## src/rtl/irq_pkg.sv

```systemverilog
// Shared constants and helpers for the interrupt request / priority path.
package irq_pkg;

  localparam int           NUM_IR             = 8;
  localparam logic [2:0]   RESET_LOWEST_LEVEL = 3'd7;

  // Decoded one-hot level: index is meaningful only when valid is set.
  typedef struct packed {
    logic       valid;
    logic [2:0] index;
  } level_idx_t;

  // Converts a one-hot vector to its bit index; valid is 0 for zero or
  // multi-hot inputs.
  function automatic level_idx_t onehot_to_index(input logic [NUM_IR-1:0] vec);
    level_idx_t res;
    int         ones;
    res  = '0;
    ones = 0;
    for (int i = 0; i < NUM_IR; i++) begin
      if (vec[i]) begin
        res.index = 3'(i);
        ones      = ones + 1;
      end
    end
    res.valid = (ones == 1);
    return res;
  endfunction

endpackage

```

## src/rtl/rotating_priority_encoder.sv

```systemverilog
// Circular find-first: level lowest_level+1 (mod 8) is highest priority,
// lowest_level itself is lowest. Output is one-hot or zero.
module rotating_priority_encoder
  import irq_pkg::*;
(
  input  logic [NUM_IR-1:0] request,
  input  logic [2:0]        lowest_level,
  output logic [NUM_IR-1:0] winner
);

  logic       found;
  logic [2:0] idx;

  // Walk the levels from highest to lowest priority and keep the first hit.
  always_comb begin
    // NOTE: every signal written here gets a default first, so no path
    // leaves it unassigned and no latch is inferred.
    winner = '0;
    found  = 1'b0;
    idx    = '0;
    for (int k = 0; k < NUM_IR; k++) begin
      idx = lowest_level + 3'(k + 1);
      if (!found && request[idx]) begin
        winner[idx] = 1'b1;
        found       = 1'b1;
      end
    end
  end

endmodule

```

## src/rtl/irr_priority_resolver.sv

```systemverilog
// Interrupt request register with edge/level capture, masking, in-service
// blocking and rotating priority resolution. IRR is captured on the edge
// that samples the pins; the winner and INT follow one edge later.
module irr_priority_resolver
  import irq_pkg::*;
(
  input  logic              clock,
  input  logic              reset,
  input  logic [NUM_IR-1:0] interrupt_request_pin,
  input  logic              level_or_edge_triggered_config,
  input  logic              freeze,
  input  logic [NUM_IR-1:0] clear_interrupt_request,
  input  logic [NUM_IR-1:0] interrupt_mask,
  input  logic [NUM_IR-1:0] in_service_register,
  input  logic              special_mask_mode,
  input  logic              rotate_request,
  input  logic [NUM_IR-1:0] last_serviced,
  output logic [NUM_IR-1:0] interrupt_request_register,
  output logic [NUM_IR-1:0] highest_priority_interrupt,
  output logic              interrupt,
  output logic [2:0]        lowest_priority_level
);

  logic [NUM_IR-1:0] irr_q, irr_d;
  logic [NUM_IR-1:0] hist_q, hist_d;
  logic [NUM_IR-1:0] hpi_q, hpi_d;
  logic              int_q, int_d;
  logic [2:0]        lpl_q, lpl_d;

  logic [NUM_IR-1:0] candidates;
  logic [NUM_IR-1:0] cand_request;
  logic [NUM_IR-1:0] cand_winner;
  logic [NUM_IR-1:0] isr_winner;
  level_idx_t        cand_idx;
  level_idx_t        isr_idx;
  level_idx_t        last_idx;
  logic [2:0]        cand_rank;
  logic [2:0]        isr_rank;

  // Capture requests; freeze holds IRR and pin history, clear always applies.
  always_comb begin
    hist_d = hist_q;
    irr_d  = irr_q;
    if (!freeze) begin
      hist_d = interrupt_request_pin;
      if (level_or_edge_triggered_config) begin
        irr_d = interrupt_request_pin;
      end else begin
        irr_d = (irr_q | (interrupt_request_pin & ~hist_q)) & interrupt_request_pin;
      end
    end
    irr_d = irr_d & ~clear_interrupt_request;
  end

  assign candidates   = irr_q & ~interrupt_mask;
  assign cand_request = special_mask_mode ? (candidates & ~in_service_register) : candidates;

  rotating_priority_encoder u_cand_enc (
    .request      (cand_request),
    .lowest_level (lpl_q),
    .winner       (cand_winner)
  );

  rotating_priority_encoder u_isr_enc (
    .request      (in_service_register),
    .lowest_level (lpl_q),
    .winner       (isr_winner)
  );

  // Rank 0 is the highest-priority level under the current rotation.
  always_comb begin
    cand_idx  = onehot_to_index(cand_winner);
    isr_idx   = onehot_to_index(isr_winner);
    cand_rank = cand_idx.index - lpl_q - 3'd1;
    isr_rank  = isr_idx.index - lpl_q - 3'd1;
  end

  // Resolve the winner: the top candidate must outrank the top in-service
  // level unless special mask mode already removed in-service levels.
  always_comb begin
    hpi_d = hpi_q;
    int_d = int_q;
    if (!freeze) begin
      hpi_d = '0;
      if (cand_idx.valid &&
          (special_mask_mode || !isr_idx.valid || (cand_rank < isr_rank))) begin
        hpi_d = cand_winner;
      end
      int_d = |hpi_d;
    end
  end

  // Rotation loads only from a clean one-hot last_serviced.
  always_comb begin
    last_idx = onehot_to_index(last_serviced);
    lpl_d    = lpl_q;
    if (rotate_request && last_idx.valid) begin
      lpl_d = last_idx.index;
    end
  end

  // State registers; reset overrides freeze at once.
  always_ff @(posedge clock or posedge reset) begin
    // NOTE: sequential state uses non-blocking assignments so every register
    // samples pre-edge values and simulation matches the synthesized flops.
    if (reset) begin
      irr_q  <= '0;
      hist_q <= '1;
      hpi_q  <= '0;
      int_q  <= 1'b0;
      lpl_q  <= RESET_LOWEST_LEVEL;
    end else begin
      irr_q  <= irr_d;
      hist_q <= hist_d;
      hpi_q  <= hpi_d;
      int_q  <= int_d;
      lpl_q  <= lpl_d;
    end
  end

  assign interrupt_request_register = irr_q;
  assign highest_priority_interrupt = hpi_q;
  assign interrupt                  = int_q;
  assign lowest_priority_level      = lpl_q;

endmodule

```

## config.mk

```make
export PLATFORM = sky130hd
export DESIGN_NAME = irr_priority_resolver
export DESIGN_NICKNAME = d
export VERILOG_FILES = /design/src/rtl/irq_pkg.sv /design/src/rtl/rotating_priority_encoder.sv /design/src/rtl/irr_priority_resolver.sv
export SDC_FILE = /design/constraint.sdc
export NUM_CORES = 1
export LEC_CHECK = 0
export BUFFER_PORTS_ARGS = -buffer_cell sky130_fd_sc_hd__buf_2
export CAP_MARGIN = 25
export CORE_ASPECT_RATIO = 2
export CORE_MARGIN = 4
export CORE_UTILIZATION = 60
export DETAILED_ROUTE_END_ITERATION = 16
export PLACE_DENSITY = 0.8
export SLEW_MARGIN = 20
export SYNTH_ARGS = -nofsm -noshare
export SYNTH_HDL_FRONTEND = slang
export SYNTH_HIERARCHICAL = 1
export SYNTH_SLANG_ARGS = --single-unit
export TNS_END_PERCENT = 50
```

## constraint.sdc

```tcl
create_clock -name clock -period 18.1 [get_ports clock]
set_input_delay 0.905 -clock clock [delete_from_list [all_inputs] [get_ports clock]]
set_output_delay 0.905 -clock clock [all_outputs]
set_load 0.1 [all_outputs]
```

# After elaboration in Yosys (flattened, before gate mapping)
# Index checks and enable logic that the tools add are counted.
# word_totals
register_bits	28
output_inout_bits	20
word_cells	251
# op_classes
addsub	32
n_lt_le_gt_ge	17
n_eq_ne	3
mux	128
n_bitwise	24
reduce_logical	42
# ops
op	count
adder 32 x 2 -> 32 bit, second input constant	21
two-way mux 32 bit	21
two-way mux 8 bit	21
OR 8 bit	15
== test 32 x 2 -> 1 bit, second input constant	3
two-way mux 3 bit	18
binary-select mux 1 bit (select 3 bit)	16
two-way mux 1 bit	44
bitwise AND 8 bit	5
< comparator 3 x 4 -> 1 bit, second input constant	8
NOT 8 bit	4
demux 1 bit (select 3 bit)	8
>= comparator 3 x 1 -> 1 bit, second input constant	8
logical AND 1 bit	24
zero test 1 bit	15
adder 3 bit, second input constant	4
OR reduction 8 bit	1
adder 3 x 2 -> 3 bit, second input constant	2
subtractor 3 x 1 -> 3 bit, second input constant	2
subtractor 3 bit	2
adder 3 x 1 -> 3 bit, second input constant	1
< comparator 3 bit	1
logical OR 1 bit	2

# Logic depth before layout (Yosys ltp)
# Gate-level depths: netlist of run 1.
# depth
word_depth	48
ltp_mapped	35
depth_no_buf	32

# Cells and area by module
# Netlist of run 1, hierarchy kept.
# modules_own_cells
module	instances	cells_per_inst	area_each_um2	seq_area_each_um2
irr_priority_resolver	1	351	3075.4	714.4
rotating_priority_encoder (u_cand_enc)	1	146	1206.2	0.0
rotating_priority_encoder (u_isr_enc)	1	97	913.4	0.0

# Least setup slack after synthesis of run 1
# OpenSTA, ideal clock, no wires.
# synth_path
path_type	reg-to-reg
from	register lpl_q[1] (netlist: lowest_priority_level[1])
to	register hpi_q[7] (netlist: highest_priority_interrupt[7])
setup_time_ns	0.092
t_arrival_ns	7.777
t_required_ns	18.008
path_slack_ns	10.231
stages_incl_launch_ff	32
n_path_buf	1
period_less_slack_ns	7.869
path_cell_list	dfstp_2 > inv_1 > ha_1 > clkbuf_1 > mux4_2 > or2_0 > mux4_2 > nor4_4 > a221oi_2 > o22ai_1 > inv_1 > ha_1 > xor2_1 > ha_1 > nand2b_1 > o31ai_1 > inv_1 > ha_1 > nand2_1 > o21ai_0 > ha_1 > inv_1 > a221oi_2 > ha_1 > mux2_2 > ha_1 > nand2_1 > xor2_1 > or4_1 > nand4_1 > nor2_4 > o31ai_2
# synth_between
word_cells_on_any_way	208
# synth_lines
item	line	source
start, declared	irr_priority_resolver.sv:28	logic [2:0] lpl_q, lpl_d;
start signal, assigned	irr_priority_resolver.sv:117	lpl_q <= lpl_d;
parallel branches: the longest is 24 deep, another holds < comparator 3 x 4 -> 1 bit	-	
two-way mux 8 bit (*)	rotating_priority_encoder.sv:23	if (!found && request[idx]) begin
net isr_winner[1]	irr_priority_resolver.sv:33	logic [NUM_IR-1:0] isr_winner;
two-way mux 32 bit	irq_pkg.sv:21	if (vec[i]) begin
adder 32 x 2 -> 32 bit	irq_pkg.sv:23	ones = ones + 1;
two-way mux 32 bit	irq_pkg.sv:21	
adder 32 x 2 -> 32 bit	irq_pkg.sv:23	
two-way mux 32 bit	irq_pkg.sv:21	
[... 7 more ...]	-	
two-way mux 32 bit	irq_pkg.sv:21	
== test 32 x 2 -> 1 bit	irq_pkg.sv:26	res.valid = (ones == 1);
zero test 1 bit	irr_priority_resolver.sv:86	(special_mask_mode || !isr_idx.valid || (cand_rank < isr_rank))) begin
logical OR 1 bit	irr_priority_resolver.sv:86	
logical OR 1 bit (*)	irr_priority_resolver.sv:86	
logical AND 1 bit (*)	irr_priority_resolver.sv:85	if (cand_idx.valid &&
two-way mux 8 bit (*)	irr_priority_resolver.sv:85	
two-way mux 8 bit (*)	irr_priority_resolver.sv:83	if (!freeze) begin
end signal, assigned	irr_priority_resolver.sv:115	hpi_q <= hpi_d;
end, declared	irr_priority_resolver.sv:26	logic [NUM_IR-1:0] hpi_q, hpi_d;
# Mark *: on every way through the listed nets, which the timed path passes. The select of a mux whose other input is x is not followed.
# A chain may end at the register's enable or synchronous reset.

# Worst setup path in the final report of run 1
# layout_path
from	register lpl_q[0] (netlist: lowest_priority_level[0])
to	register hpi_q[7] (netlist: highest_priority_interrupt[7])
# layout_between
word_cells_on_any_way	208
# layout_lines
item	line
parallel branches: the longest is 24 deep, another holds < comparator 3 x 4 -> 1 bit	-
two-way mux 8 bit (*)	rotating_priority_encoder.sv:23
net isr_winner[2]	irr_priority_resolver.sv:33
two-way mux 32 bit	irq_pkg.sv:21
adder 32 x 2 -> 32 bit	irq_pkg.sv:23
two-way mux 32 bit	irq_pkg.sv:21
adder 32 x 2 -> 32 bit	irq_pkg.sv:23
two-way mux 32 bit	irq_pkg.sv:21
[... 5 more ...]	-
two-way mux 32 bit	irq_pkg.sv:21
== test 32 x 2 -> 1 bit	irq_pkg.sv:26
zero test 1 bit	irr_priority_resolver.sv:86
logical OR 1 bit	irr_priority_resolver.sv:86
logical OR 1 bit (*)	irr_priority_resolver.sv:86
logical AND 1 bit (*)	irr_priority_resolver.sv:85
two-way mux 8 bit (*)	irr_priority_resolver.sv:85
two-way mux 8 bit (*)	irr_priority_resolver.sv:83
# Marked as above.

==> key figures, run 1 <==
Floorplan
  • Core area: about 8400 µm²
  • Die W: 73.8 µm
  • Die Y: between 100 and 150 µm
  • Top Ports: 66
  • Starting density of the core: 0.622
  • FP Rows: between 40 and 50
  • Die area: 10300 µm²

Detailed routing
  • Number of detailed-route iterations in the first pass: 6
  • # DRC: 0
  • Routed WL: ~16 mm
  • DR vias/cell: approximately 7
  • Via Count: a little over 5000
  • Drt first-iter violations: around 700
  • WL per Instance: between 20 and 25 µm
  • DRT antenna net count: 0

Global route
  • Vias in the first global route: 5242
  • Overflow left after global routing: 0
  • GRT Util Overall: 0.312
  • Largest net degree at the start of global routing: 50
  • Initial antenna violation count: 1
  • First-pass GRT wire length: 25.4 mm

Job
  • MaxCap Viol Count: 0

Timing
  • Hold WS: ~0.5 ns
  • Least-Margin Pin Slew: 1.04 ns
  • Sum Neg Setup Slack: 0 ns
  • Final setup viols: 0
  • Period utilization: 0.483
  • Final worst path period need: approximately 8.7 ns
  • Clock Skew: about 0.0038 ns
  • Final Hold Viols: 0
  • Unrepaired setup endpoints after global routing: false
  • Relative slew slack: 0.300
  • Pins Over Slew Limit: 0
  • Fmax: 0.114 GHz

Setup path
  • Crit start category: flip-flop
  • Worst setup path class: flip-flop to flip-flop
  • Slowest cell on the critical path: mux4_2
  • Most common cell on crit path: ha_1
  • Critical Path RT: 18.29 ns
  • Slowest stage delay, CP: approximately 0.60 ns
  • Setup crit end kind: flip-flop
  • Critical path peak fanout: 49
  • Worst Path Arrival: just under 9 ns

Final layout
  • Most frequent cells in the layout: buf_2, nor2_1, nand2_1, inv_1, ha_1
  • Commonest non-fill, non-tap cell in the layout: buf_2
  • Layout area overhead: 7.83%
  • Finished Cell Area: between 5000 and 6000 µm²
  • Proportion of layout cells with a drive suffix above 1: 0.257
  • Nets: a little over 700

Yosys
  • Synth Register Bits: 28
  • Synth Cell Area: ~5200 µm²
  • Fraction of registers with async set/reset: 1.00
  • Yosys warning count: 6
  • Synth Net Count: 679
  • Most used DFF post-synth: dfrtp_1
  • Post-synth EDFFs: 0
  • Synth cell types: 90
  • Sequential share of the synthesized area: 0.138
  • Mapped Cells: approximately 600
  • Syn_area_per_cell: ~8.7 µm²

Clock tree
  • CTS Buf Count: 3
  • CTS tree: yes
  • Hold_buf cts: 0
  • H-tree levels: 1
  • Clock Latency Late Sink: 0.28 ns
  • Clock root buffer: clkbuf_16
  • CTS Sinks: 28
  • Post-CTS Resized: 0
  • CTS max path bufs: 2
  • Clock transition at path regs: approximately 0.080 ns
  • Buffer count from post-CTS setup fixing: 0

Placed design
  • Placed Area: about 5500 µm²
  • Final HPWL from detailed placement: between 10 and 15 mm
  • GPL Wtd Cong: ~1.1
  • PortBufs: 65

Min path
  • Hold crit path type: flip-flop to flip-flop

Outcome
  • Status: completed
-- final timing paths --
path,from,endpoint,slack [ns],cells past startpoint
max,lowest_priority_level[0]$_DFFE_PP1P_,highest_priority_interrupt[7]$_DFFE_PP0N_,9.36,30
min,highest_priority_interrupt[0]$_DFFE_PP0N_,highest_priority_interrupt[0]$_DFFE_PP0N_,0.49,2
max reg2reg,lowest_priority_level[0]$_DFFE_PP1P_,highest_priority_interrupt[7]$_DFFE_PP0N_,9.36,30
min reg2reg,highest_priority_interrupt[0]$_DFFE_PP0N_,highest_priority_interrupt[0]$_DFFE_PP0N_,0.49,2
max in group asynchronous,reset,hist_q[5]$_DFFE_PP1N_,17.08,3
min in group asynchronous,reset,interrupt_request_register[4]$_DFF_PP0_,0.70,3
-- sequential cells by signal (all words and copies together) (netlist names) --
name	flops
interrupt_request_register	8
highest_priority_interrupt	8
hist_q	8
lowest_priority_level	3
interrupt	1
-- synthesized netlist by cell type, drive strengths merged (3+ instances only) --
| cell | count | area [µm²] |
|---|---|---|
| buf | 12 | 103 |
| or2 | 6 | 37.5 |
| o311a | 3 | 30.0 |
| clkbuf | 16 | 61.3 |
| o32ai | 7 | 61.3 |
| a21oi | 19 | 95.1 |
| o22ai | 10 | 68.8 |
| o31ai | 10 | 100 |
| a2111oi | 4 | 61.3 |
| xnor3 | 4 | 90.1 |
| nor3b | 3 | 22.5 |
| nand2 | 51 | 191 |
| nor2 | 56 | 218 |
| xnor2 | 22 | 226 |
| a211oi | 11 | 82.6 |
| a22o | 4 | 35.0 |
| dfrtp | 17 | 425 |
| nor4 | 12 | 90.1 |
| inv | 48 | 180 |
| a22oi | 4 | 30.0 |
| mux2i | 16 | 176 |
| ha | 37 | 463 |
| xor2 | 14 | 149 |
| and2 | 7 | 46.3 |
| nor3 | 28 | 165 |
| a221oi | 11 | 128 |
| nand2b | 4 | 25.0 |
| xor3 | 4 | 98.8 |
| o2111ai | 3 | 32.5 |
| nand3 | 21 | 105 |
| a31oi | 5 | 31.3 |
| o21ai | 23 | 119 |
| or3 | 3 | 18.8 |
| a32oi | 3 | 26.3 |
| o211ai | 5 | 51.3 |
| nand4 | 9 | 56.3 |
| nand3b | 3 | 35.0 |
| dfstp | 11 | 289 |
| mux2 | 22 | 255 |
| mux4 | 22 | 507 |
-- critical path: cells and delay by family (launching register included) --
| family | cells | cell delay (ns) |
|---|---|---|
| xor gates and xnor gates | 1 | 0.08 |
| and+or+nand+nor | 10 | 2.32 |
| AOI/OAI and AO/OA | 6 | 1.56 |
| muxes | 3 | 1.27 |
| buffers and inverters | 4 | 0.86 |
| adders and majority gates | 6 | 2.02 |
| DFF | 1 | 0.52 |
-- metrics by stage --
step,util,instances,worst slack [ns]
finish,0.671,736,9.36
global route,0.671,736,8.78
CTS,0.671,735,9.38
detailed placement,0.658,731,9.41
global placement,0.658,731,9.67
floorplan,-,594,10.23
-- final cells by class --
type	count	area [µm²]
Antenna cell	1	2.50
Clock buffer	3	75.1
Clock inverter	1	30.0
Fill cell	715	2750
Inverter	50	188
Multi-Input combinational cell	488	4130
Sequential cell	28	714
Tap cell	98	123
Timing Repair Buffer	67	340
-- cell families (layout without fill, tap and decap cells) --
| group | after synthesis | in the layout | share of synthesized area |
|---|---|---|---|
| buf+inv | 78 | 121 | 0.0677 |
| flops | 28 | 28 | 0.138 |
| compound gates | 135 | 135 | 0.204 |
| simple gates | 210 | 210 | 0.205 |
| mux | 60 | 60 | 0.181 |
| other cells | 0 | 1 | 0 |
| fa+ha+maj | 39 | 39 | 0.0968 |
| xor+xnor | 44 | 44 | 0.109 |
-- layer usage --
metal / GRT usage / part of all wire / vias up
met2: 0.580 / 0.56 / 314
met3: 0.0267 / 0.060 / 81
li1: - / - / 2322
met5: 0 / 0 / -
met1: 0.320 / 0.32 / 2454
met4: 0.180 / 0.054 / 0
Power of run 1 is left out: the tool's default activity adds up to more than one toggle a clock period on the data nets, which glitch-free logic cannot reach.
==> inputs of run 2 (changes only) <==
- CORE_UTILIZATION: 60 -> 55
- PLACE_DENSITY: 0.8 -> 0.77
- clock period: 18.1 -> 7.86 ns (I/O delays scaled with it)
==> key figures, run 2 (same netlist as run 1, synthesis figures left out) <==
Outcome
  • Status: completed

Timing
  • Relative slew slack: 0.418
  • Period utilization: 0.952
  • Pins Over Slew Limit: 0
  • Fmax: about 0.13 GHz
  • Final setup viols: 0
  • Sum Neg Setup Slack: 0 ns
  • Final worst path period need: 7.48 ns
  • Final Hold Viols: 0
  • Least-Margin Pin Slew: slightly below 0.9 ns
  • Clock Skew: roughly 0.0046 ns

Setup path
  • CP endpoint: highest_priority_interrupt[6]$_DFFE_PP0N_
  • Worst Path Arrival: roughly 7.7 ns
  • Slowest cell on the critical path: dfstp_4
  • Slack of the worst reg-to-reg path: 0.38 ns
  • Crit start category: flip-flop
  • Origin of the worst setup path: lowest_priority_level[0]$_DFFE_PP1P_
  • Reg2reg end: highest_priority_interrupt[6]$_DFFE_PP0N_
  • Most common cell on crit path: ha_1
  • Critical path peak fanout: 14
  • Depth of the worst register-to-register path: 32
  • Setup crit end kind: flip-flop
  • Critical Path RT: about 8 ns
  • Worst flop-to-flop path startpoint: lowest_priority_level[0]$_DFFE_PP1P_
  • Worst setup path class: flip-flop to flip-flop
  • Slowest stage delay, CP: 0.65 ns

Clock tree
  • H-tree levels: 1
  • Clock Latency Late Sink: 0.27 ns
  • Clock root buffer: clkbuf_16
  • CTS Buf Count: 3
  • Clock transition at path regs: around 0.080 ns
  • CTS max path bufs: 2
  • CTS tree: yes
  • CTS Sinks: 28

Detailed routing
  • Drt first-iter violations: around 430
  • WL per Instance: 20.9 µm
  • # DRC: 0
  • Routed WL: between 15 and 20 mm
  • Via Count: roughly 5200
  • Number of detailed-route iterations in the first pass: 5
  • DR vias/cell: 6.73
  • DRT antenna net count: 0

Floorplan
  • Die W: 76.7 µm
  • Starting density of the core: 0.557
  • Die area: 11200 µm²
  • FP Rows: 50
  • Core area: roughly 9300 µm²
  • Top Ports: 66
  • Die Y: roughly 150 µm

Min path
  • Hold crit path type: input port to asynchronous set/reset pin

Global route
  • GRT Util Overall: 0.284
  • Largest net degree at the start of global routing: 35
  • First-pass GRT wire length: around 26 mm
  • Vias in the first global route: ~5300
  • Overflow left after global routing: 0
  • Initial antenna violation count: 0

Final layout
  • Layout area overhead: 15.7%
  • Diode count: 0
  • Area of the multi-input gates: approximately 4200 µm²
  • Register Area: approximately 720 µm²
  • Proportion of layout cells with a drive suffix above 1: 0.320
  • Nets: between 700 and 800
  • Commonest non-fill, non-tap cell in the layout: buf_2
  • Most frequent cells in the layout: buf_2, nor2_1, nand2_1, inv_1, buf_4
  • Filler cell count: 810

Placed design
  • PortBufs: 65
  • Final HPWL from detailed placement: around 13 mm
  • GPL Wtd Cong: between 0.9 and 1

Job
  • MaxCap Viol Count: 0
## run 2: metal layers
layer  vias to the layer above  part of all wire  global-route usage
li1                       2395                 -                   -
met1                      2524              0.34               0.283
met2                       252              0.55               0.550
met3                        73             0.047              0.0248
met4                         0             0.057               0.172
met5                         -                 0                   0
## run 2: how the worst min path moves through the flow
stage,from,end,slack (ns),cells past startpoint
global placement,reset,highest_priority_interrupt[3]$_DFFE_PP0N_,0.48,3
global route,reset,highest_priority_interrupt[1]$_DFFE_PP0N_,0.23,3
CTS,reset,interrupt$_DFFE_PP0N_,0.19,3
floorplan,reset,highest_priority_interrupt[0]$_DFFE_PP0N_,0.45,1
detailed placement,reset,interrupt$_DFFE_PP0N_,0.49,3
finish,reset,highest_priority_interrupt[7]$_DFFE_PP0N_,0.18,3
## run 2: per-stage QoR
step                       util  setup slack [ns]  hold WS [ns]  instance area [µm²]  instances
after floorplan               -            0.0429         0.450                 5200        594
after global placement    0.611             0.464         0.475                 5690        762
after detailed placement  0.611             0.159         0.487                 5690        762
after CTS                 0.621             0.123         0.194                 5790        766
after global routing      0.645           -0.0106         0.229                 6010        779
final                     0.645             0.381         0.185                 6010        779
## run 2: area by class of cell
cell class	instances	area share
clock buffers	4	0.0167
inverters	50	0.0325
multi-input cells	488	0.703
flip-flops and latches	28	0.120
well taps	104	0.0217
repair buffers	105	0.106
## run 2: critical path: cells and delay by family, from the launching register on
kind | cells | cell delay [ns]
fa+ha+maj | 7 | 2.15
compound gates | 8 | 1.39
simple gates | 6 | 0.98
buf+inv | 6 | 0.91
xor+xnor | 4 | 0.71
flops | 1 | 0.65
mux | 1 | 0.56
## run 2: timing repair
action	4_1_cts	5_1_grt
buffers inserted	0	12
gates resized for setup	0	21
endpoints found under the setup margin	0	9
hold buffers	0	0
Power of run 2 is left out for the same reason.
